`config.mk`:
```
export PLATFORM = sky130hd
export DESIGN_NAME = operand_fetch
export DESIGN_NICKNAME = d
export VERILOG_FILES = /design/src/rtl/feather_pkg.sv /design/src/rtl/scoreboard.sv /design/src/rtl/operand_fetch.sv
export SDC_FILE = /design/constraint.sdc
export NUM_CORES = 1
export LEC_CHECK = 0
export ABC_AREA = 0
export BUFFER_PORTS_ARGS = -buffer_cell sky130_fd_sc_hd__clkbuf_2
export CORE_MARGIN = 2
export CORE_UTILIZATION = 52
export CTS_CLUSTER_SIZE = 40
export DETAILED_ROUTE_END_ITERATION = 6
export GPL_TIMING_DRIVEN = 1
export HOLD_SLACK_MARGIN = 0.1
export PLACE_DENSITY = 0.94
export SLEW_MARGIN = 10
export SYNTH_ARGS = -nofsm -noshare
export SYNTH_HDL_FRONTEND = slang
export SYNTH_HIERARCHICAL = 1
export SYNTH_SLANG_ARGS = --single-unit
export TNS_END_PERCENT = 100
```
`constraint.sdc`:
```
create_clock -name clk -period 7.2 [get_ports clk]
set_input_delay 2.16 -clock clk [delete_from_list [all_inputs] [get_ports clk]]
set_output_delay 2.16 -clock clk [all_outputs]
set_load 0.02 [all_outputs]
```
`src/rtl/feather_pkg.sv`:
```
// Shared types for the feather pipeline: register indices and the issue
// bundle handed from operand fetch to execute.
package feather_pkg;
  localparam int REG_ADDR_W = 4;
  localparam int NUM_REGS   = 16;
  localparam int DATA_W     = 32;
  localparam int OP_W       = 8;

  typedef logic [REG_ADDR_W-1:0] reg_addr_t;

  typedef struct packed {
    logic [OP_W-1:0]   op;
    reg_addr_t         rd;
    logic              rd_we;
    logic [DATA_W-1:0] a;
    logic [DATA_W-1:0] b;
  } issue_t;

  function automatic logic idx_hit(input logic en, input reg_addr_t x, input reg_addr_t y);
    return en && (x == y);
  endfunction
endpackage

```
`src/rtl/scoreboard.sv`:
```
// Busy vector of in-flight destination registers. Set beats clear; the
// pending lookup already discounts a same-cycle writeback.
module scoreboard
  import feather_pkg::*;
(
  input  logic                clk,
  input  logic                rst_n,
  input  logic                set_en_i,
  input  reg_addr_t           set_idx_i,
  input  logic                wb_en_i,
  input  reg_addr_t           wb_idx_i,
  input  logic                fl_en_i,
  input  reg_addr_t           fl_idx_i,
  input  reg_addr_t           q0_idx_i,
  input  reg_addr_t           q1_idx_i,
  input  reg_addr_t           q2_idx_i,
  output logic                q0_pend_o,
  output logic                q1_pend_o,
  output logic                q2_pend_o,
  output logic [NUM_REGS-1:0] busy_o
);

  logic [NUM_REGS-1:0] r_busy;
  logic [NUM_REGS-1:0] w_busy_next;

  genvar gi;
  generate
    for (gi = 0; gi < NUM_REGS; gi++) begin : g_bit
      always_comb begin
        w_busy_next[gi] = r_busy[gi];
        if (idx_hit(set_en_i, set_idx_i, reg_addr_t'(gi))) begin
          w_busy_next[gi] = 1'b1;
        end else if (idx_hit(wb_en_i, wb_idx_i, reg_addr_t'(gi)) ||
                     idx_hit(fl_en_i, fl_idx_i, reg_addr_t'(gi))) begin
          w_busy_next[gi] = 1'b0;
        end
      end
    end
  endgenerate

  always_ff @(posedge clk) begin
    if (!rst_n) begin
      r_busy <= '0;
    end else begin
      r_busy <= w_busy_next;
    end
  end

  assign q0_pend_o = r_busy[q0_idx_i] && !idx_hit(wb_en_i, wb_idx_i, q0_idx_i);
  assign q1_pend_o = r_busy[q1_idx_i] && !idx_hit(wb_en_i, wb_idx_i, q1_idx_i);
  assign q2_pend_o = r_busy[q2_idx_i] && !idx_hit(wb_en_i, wb_idx_i, q2_idx_i);
  assign busy_o    = r_busy;

endmodule

```
`src/rtl/operand_fetch.sv`:
```
// Issue stage: reads operands with writeback bypass, stalls on RAW/WAW
// hazards against the scoreboard and registers the bundle for execute.
module operand_fetch
  import feather_pkg::*;
#(
  parameter int N   = DATA_W,
  parameter int OPW = OP_W
) (
  input  logic           clk,
  input  logic           rst_n,
  input  logic           in_valid_i,
  output logic           in_ready_o,
  input  logic [OPW-1:0] in_op_i,
  input  logic [3:0]     in_rs1_i,
  input  logic [3:0]     in_rs2_i,
  input  logic           in_rs1_use_i,
  input  logic           in_rs2_use_i,
  input  logic [3:0]     in_rd_i,
  input  logic           in_rd_we_i,
  output logic [3:0]     rf_addr1_o,
  output logic [3:0]     rf_addr2_o,
  input  logic [N-1:0]   rf_data1_i,
  input  logic [N-1:0]   rf_data2_i,
  input  logic           wb_valid_i,
  input  logic [3:0]     wb_rd_i,
  input  logic [N-1:0]   wb_data_i,
  input  logic           flush_i,
  output logic           out_valid_o,
  input  logic           out_ready_i,
  output logic [OPW-1:0] out_op_o,
  output logic [3:0]     out_rd_o,
  output logic           out_rd_we_o,
  output logic [N-1:0]   out_a_o,
  output logic [N-1:0]   out_b_o,
  output logic [15:0]    busy_o
);

  issue_t      r_out;
  logic        r_valid;
  logic [N-1:0] w_op_a;
  logic [N-1:0] w_op_b;
  logic        w_pend1;
  logic        w_pend2;
  logic        w_pend_rd;
  logic        w_hazard;
  logic        w_accept;
  logic        w_fl_clr;

  assign rf_addr1_o = in_rs1_i;
  assign rf_addr2_o = in_rs2_i;

  // reg_file commits at the edge, so a same-cycle writeback must be forwarded
  assign w_op_a = idx_hit(wb_valid_i, wb_rd_i, in_rs1_i) ? wb_data_i : rf_data1_i;
  assign w_op_b = idx_hit(wb_valid_i, wb_rd_i, in_rs2_i) ? wb_data_i : rf_data2_i;

  assign w_hazard   = (in_rs1_use_i && w_pend1) || (in_rs2_use_i && w_pend2) ||
                      (in_rd_we_i && w_pend_rd);
  assign in_ready_o = !flush_i && !w_hazard && (!r_valid || out_ready_i);
  assign w_accept   = in_valid_i && in_ready_o;
  assign w_fl_clr   = flush_i && r_valid && r_out.rd_we;

  scoreboard u_scoreboard (
    .clk       (clk),
    .rst_n     (rst_n),
    .set_en_i  (w_accept && in_rd_we_i),
    .set_idx_i (in_rd_i),
    .wb_en_i   (wb_valid_i),
    .wb_idx_i  (wb_rd_i),
    .fl_en_i   (w_fl_clr),
    .fl_idx_i  (r_out.rd),
    .q0_idx_i  (in_rs1_i),
    .q1_idx_i  (in_rs2_i),
    .q2_idx_i  (in_rd_i),
    .q0_pend_o (w_pend1),
    .q1_pend_o (w_pend2),
    .q2_pend_o (w_pend_rd),
    .busy_o    (busy_o)
  );

  always_ff @(posedge clk) begin
    if (!rst_n) begin
      r_valid <= 1'b0;
      r_out   <= '0;
    end else if (flush_i) begin
      r_valid <= 1'b0;
    end else if (w_accept) begin
      r_valid     <= 1'b1;
      r_out.op    <= in_op_i;
      r_out.rd    <= in_rd_i;
      r_out.rd_we <= in_rd_we_i;
      r_out.a     <= w_op_a;
      r_out.b     <= w_op_b;
    end else if (out_ready_i) begin
      r_valid <= 1'b0;
    end
  end

  assign out_valid_o = r_valid;
  assign out_op_o    = r_out.op;
  assign out_rd_o    = r_out.rd;
  assign out_rd_we_o = r_out.rd_we;
  assign out_a_o     = r_out.a;
  assign out_b_o     = r_out.b;

endmodule

```
After elaboration in Yosys (flattened, before gate mapping)
Cells that the tools add are included.
{"block": "op_classes", "magnitude_cmp": 3, "n_eq_ne": 48, "mux": 42, "bitwise_logic": 2, "n_reduce_logical": 110}
{"operator": "4-bit == test (second input constant)", "n": 24}
{"operator": "32-bit two-way mux", "n": 2}
{"operator": "1-bit logical AND", "n": 63}
{"operator": "4-bit by 3-bit == test with 1-bit output (second input constant)", "n": 12}
{"operator": "1-bit two-way mux", "n": 37}
{"operator": "2-bit nonzero test", "n": 17}
{"operator": "4-bit by 2-bit == test with 1-bit output (second input constant)", "n": 6}
{"operator": "1-bit logical OR", "n": 19}
{"operator": "4-bit by 5-bit < comparator with 1-bit output (second input constant)", "n": 3}
{"operator": "1-bit binary-select mux with 4-bit select", "n": 3}
{"operator": "4-bit by 1-bit == test with 1-bit output (second input constant)", "n": 3}
{"operator": "4-bit == test", "n": 3}
{"operator": "4-bit zero test", "n": 3}
{"operator": "1-bit zero test", "n": 6}
{"operator": "1-bit inverter", "n": 2}
{"operator": "2-bit AND reduction", "n": 1}
{"operator": "2-bit OR reduction", "n": 1}
{"block": "word_totals", "register_bits": 94, "inputBits": 129}

Logic depth before layout (Yosys ltp)
{"block": "depth", "ltp_word": 14, "depth_mapped": 14, "ltp_nobuf": 12}

By module
The synthesis kept the hierarchy.
{"mod": "operand_fetch", "instances": 1, "cells_each": 460, "area_each_um2": 3817.4, "seq_area_each_um2": 1561.5}
{"mod": "scoreboard", "instances": 1, "cells_each": 141, "area_each_um2": 1441.4, "seq_area_each_um2": 320.3}

Worst setup path before layout
No wires, ideal clock.
{"block": "synth_path", "path_type": "input to output", "startpoint": "in in_rs1_i[0]", "endpoint": "out in_ready_o", "arrival_ps": 3593, "t_required_ps": 5040, "setup_slack_ps": 1447, "path_stages": 7, "path_cell_list": "buf_6 -> mux4_1 -> mux2i_1 -> mux2_2 -> a31oi_1 -> a22oi_1 -> and3_1"}
{"block": "synth_via", "elab_chain_len": 10, "elab_cells_between_ends": 12, "classes_between": "eq/ne: 1; mux: 2; reduce/logical: 9"}
{"item": "from (decl)", "line": "operand_fetch.sv:14", "rtl": "input logic [3:0] in_rs1_i,"}
{"item": "parallel branches: the longest is 3 deep, another holds 1-bit binary-select mux with 4-bit select"}
{"item": "1-bit logical AND (*)", "line": "scoreboard.sv:49", "rtl": "assign q0_pend_o = r_busy[q0_idx_i] && !idx_hit(wb_en_i, wb_idx_i, q0_idx_i);"}
{"item": "named net w_pend1", "line": "operand_fetch.sv:42", "rtl": "logic w_pend1;"}
{"item": "1-bit logical AND (*)", "line": "operand_fetch.sv:56", "rtl": "assign w_hazard = (in_rs1_use_i && w_pend1) || (in_rs2_use_i && w_pend2) ||"}
{"item": "1-bit logical OR (*) (2 in a row)", "line": "operand_fetch.sv:56"}
{"item": "1-bit zero test (*)", "line": "operand_fetch.sv:58", "rtl": "assign in_ready_o = !flush_i && !w_hazard && (!r_valid || out_ready_i);"}
{"item": "1-bit logical AND (*) (2 in a row)", "line": "operand_fetch.sv:58"}
{"item": "to (decl)", "line": "operand_fetch.sv:12", "rtl": "output logic in_ready_o,"}
Mark *: on every way through the listed nets, which the timed path passes. The select of a mux whose other input is x is not followed.

Final worst setup path
{"block": "layout_path", "startpoint": "in in_rd_i[0]", "endpoint": "out in_ready_o"}
{"block": "layout_via", "elab_chain_len": 9, "elab_cells_between_ends": 11, "classes_between": "eq/ne: 1; mux: 2; reduce/logical: 8"}
{"item": "from (decl)", "line": "operand_fetch.sv:18", "rtl": "input logic [3:0] in_rd_i,"}
{"item": "parallel branches: the longest is 3 deep, another holds 1-bit binary-select mux with 4-bit select"}
{"item": "1-bit logical AND (*)", "line": "scoreboard.sv:51", "rtl": "assign q2_pend_o = r_busy[q2_idx_i] && !idx_hit(wb_en_i, wb_idx_i, q2_idx_i);"}
{"item": "named net w_pend_rd", "line": "operand_fetch.sv:44", "rtl": "logic w_pend_rd;"}
{"item": "1-bit logical AND (*)", "line": "operand_fetch.sv:57", "rtl": "(in_rd_we_i && w_pend_rd);"}
{"item": "1-bit logical OR (*)", "line": "operand_fetch.sv:56"}
{"item": "1-bit zero test (*)", "line": "operand_fetch.sv:58"}
{"item": "1-bit logical AND (*) (2 in a row)", "line": "operand_fetch.sv:58"}
Marked as above.

==> results.py <==
metrics = {
    "placement": {
        "place_hpwl_mm": 11.6,
        "place_area_um2": 6330,
        "place_inst": 904,
        "gp_congestion": 0.974,
        "port_buffers": 231,
    },
    "hold_path": {
        "hp-class": "register to register",
        "holdPathStages": 2,
    },
    "grt": {
        "grt_max_degree": 95,
        "globalRouteOverflowTotal": 0,
        "grt_usage": 0.302,
        "grt_pass1_vias": 5218,
        "antenna_found_initial": 0,
        "grt_pass1_wl_mm": 26.6,
    },
    "status": {
        "status": "complete, no violations",
    },
    "logic_synthesis": {
        "synth_top_area_share": 0.358,
        "async_reset_ff_frac": 0,
        "yosys.cell_types.count": 37,
        "synth_edf_count": 0,
        "synth_common_cells": "dfxtp_1, nor2_1, nor4_1, o21ai_0, clkbuf_1",
        "synth_warnings": 6,
        "ys.flop_type": "dfxtp_1",
        "ys_top_cells_by_area": "dfxtp_1, nor4_1, a211oi_2",
        "yosysMostFrequentCell": "dfxtp_1",
        "syn_area_per_cell_um2": 8.75,
        "syn_area_um2": 5260,
        "yosys_register_bits": 94,
        "ys_seq_area_frac": 0.358,
        "synth_cells": 601,
        "yosysTopAreaCell": "dfxtp_1",
        "synth_fp_nets": 730,
    },
    "cells_and_area": {
        "syn_to_final_growth_pct": 23.8,
        "diodes": 0,
        "drive_gt1_frac": 0.371,
        "design_area_um2": 6510,
        "instances_no_fill": 920,
        "nFillCells": 810,
        "layout.nets": 911,
    },
    "power": {
        "p_leak_nw": 2.75,
        "ir_worst_vdd_v": 0.0000965,
        "finalPower_mw": 1.15,
        "powerDensity_nw_per_um2": 177,
    },
    "route": {
        "drc": 0,
        "antenna_left": 0,
        "routedWlPerCell_um": 18.5,
        "drt-initial-drc-count": 406,
        "drt-vias-per-instance": 6.04,
        "num_vias": 5561,
        "firstDrtPassIters": 5,
        "drt_wl_total_mm": 17.0,
    },
    "clock_tree": {
        "post_cts_resized": 0,
        "path_clk_slew_ns": 0.09,
        "cts_setup_buffers": 0,
        "cts_inserted_buffers": 9,
        "root_buffer": "clkbuf_8",
        "clockBufferDepth": 2,
        "cts_tree": "done",
        "ctsHoldBuffers": 0,
        "clock_sinks": 94,
        "htreeDepth": 3,
        "clkLatencyLatePin_ns": 0.36,
    },
    "worst_setup_path": {
        "crit_fanout": 13,
        "path_class": "input pin to primary output",
        "endpoint_kind": "primary output",
        "critPathRequiredTime_ns": 5.04,
        "cp.arrival_ns": 3.98,
        "start_kind": "input pin",
        "r2r_cells": 10,
    },
    "timing": {
        "setup_viol": 0,
        "hold_viol_final": 0,
        "grt_setup_unrepaired": "no",
        "final_max_slew_viol_count": 0,
        "fmax_mhz": 163,
        "tns_ns": 0,
        "whs_ns": 0.468,
        "finClkSkew_ns": 0.0126,
        "tightest_slew_ns": 1.05,
        "slew_headroom": 0.297,
        "fin_crit_sh": 0.853,
        "layout_min_cycle_time_ns": 6.14,
    },
    "die": {
        "rows": 36,
        "die_area_um2": 10900,
        "pin_count": 232,
        "core_um2": 9770,
        "die_w_um": 105,
        "initial_utilization": 0.538,
        "die-height_um": 105,
    },
    "run": {
        "cap_violations": 0,
    },
}
[where the power goes]
part	internal (mW)	switching (mW)	leakage, nW	total, mW
clock	0.137	0.191	0.0853	0.328
combinational	0.0885	0.166	1.89	0.255
sequential	0.550	0.0174	0.771	0.567
[critical path, cell delays in order]
cell	delay (ns)
clkbuf_2	0.25
mux4_1	0.59
mux2i_1	0.18
mux2_2	0.18
a31oi_1	0.04
a22oi_1	0.23
and3_1	0.19
clkbuf_2	0.16
[per-stage QoR]
step,utilization,worst slack [ns]
finish,0.666,1.06
floorplan,-,1.45
global route,0.666,0.997
detailed placement,0.647,1.11
CTS,0.666,1.11
global placement,0.647,1.16
[state kept, by name, indices dropped and copies added, names as in the netlist]
name / cells
out_a_o: 32
out_b_o: 32
u_scoreboard/busy_o: 16
out_op_o: 8
out_rd_o: 4
out_rd_we_o: 1
out_valid_o: 1
[layer usage]
layer	vias to the layer above	global-route usage	wire, µm
met2	342	0.505	8230
met5	-	0	0
met3	45	0.0836	1720
met1	2550	0.360	6510
met4	0	0.136	580
li1	2624	-	-
[cell type report]
cell class	instances	area [µm²]	area share
multi-input cells	437	3070	0.471
flip-flops and latches	94	1880	0.289
repair buffers	237	1200	0.184
well taps	133	166	0.0256
clock buffers	10	138	0.0211
clock inverters	6	45.0	0.00692
inverters	3	11.3	0.00173
[cells in the final DEF (no fill, tap or decap), types with 8 or more instances in the layout]
cell type,instances
clkbuf_2,231
dfxtp_1,94
nor2_1,68
nor4_1,64
o21ai_0,64
a211oi_1,34
a211oi_2,30
nand2_1,29
nor2b_1,23
a22oi_1,19
a21boi_0,14
mux4_1,12
xor2_1,10
clkbuf_8,10
nand3_1,10
nand2b_1,8
[kinds of logic (layout without fill, tap and decap cells)]
family | Yosys count | in the layout | share of synthesized area
XOR/XNOR | 14 | 14 | 0.0233
AND/OR/NAND/NOR | 225 | 225 | 0.222
buffers and inverters | 70 | 256 | 0.0669
AO/OA/AOI/OAI | 177 | 177 | 0.252
flip-flops | 94 | 94 | 0.358
multiplexers | 21 | 21 | 0.0778
[worst paths after layout]
check                              endpoint              startpoint  slack (ns)
worst min register to register  out_op_o[5]             out_op_o[5]        0.47
worst min-delay path            out_op_o[5]             out_op_o[5]        0.47
worst max register to register  out_a_o[24]  u_scoreboard/busy_o[6]        3.96
worst max-delay path             in_ready_o              in_rd_i[0]        1.06
Power figures use the tool's default switching activity.
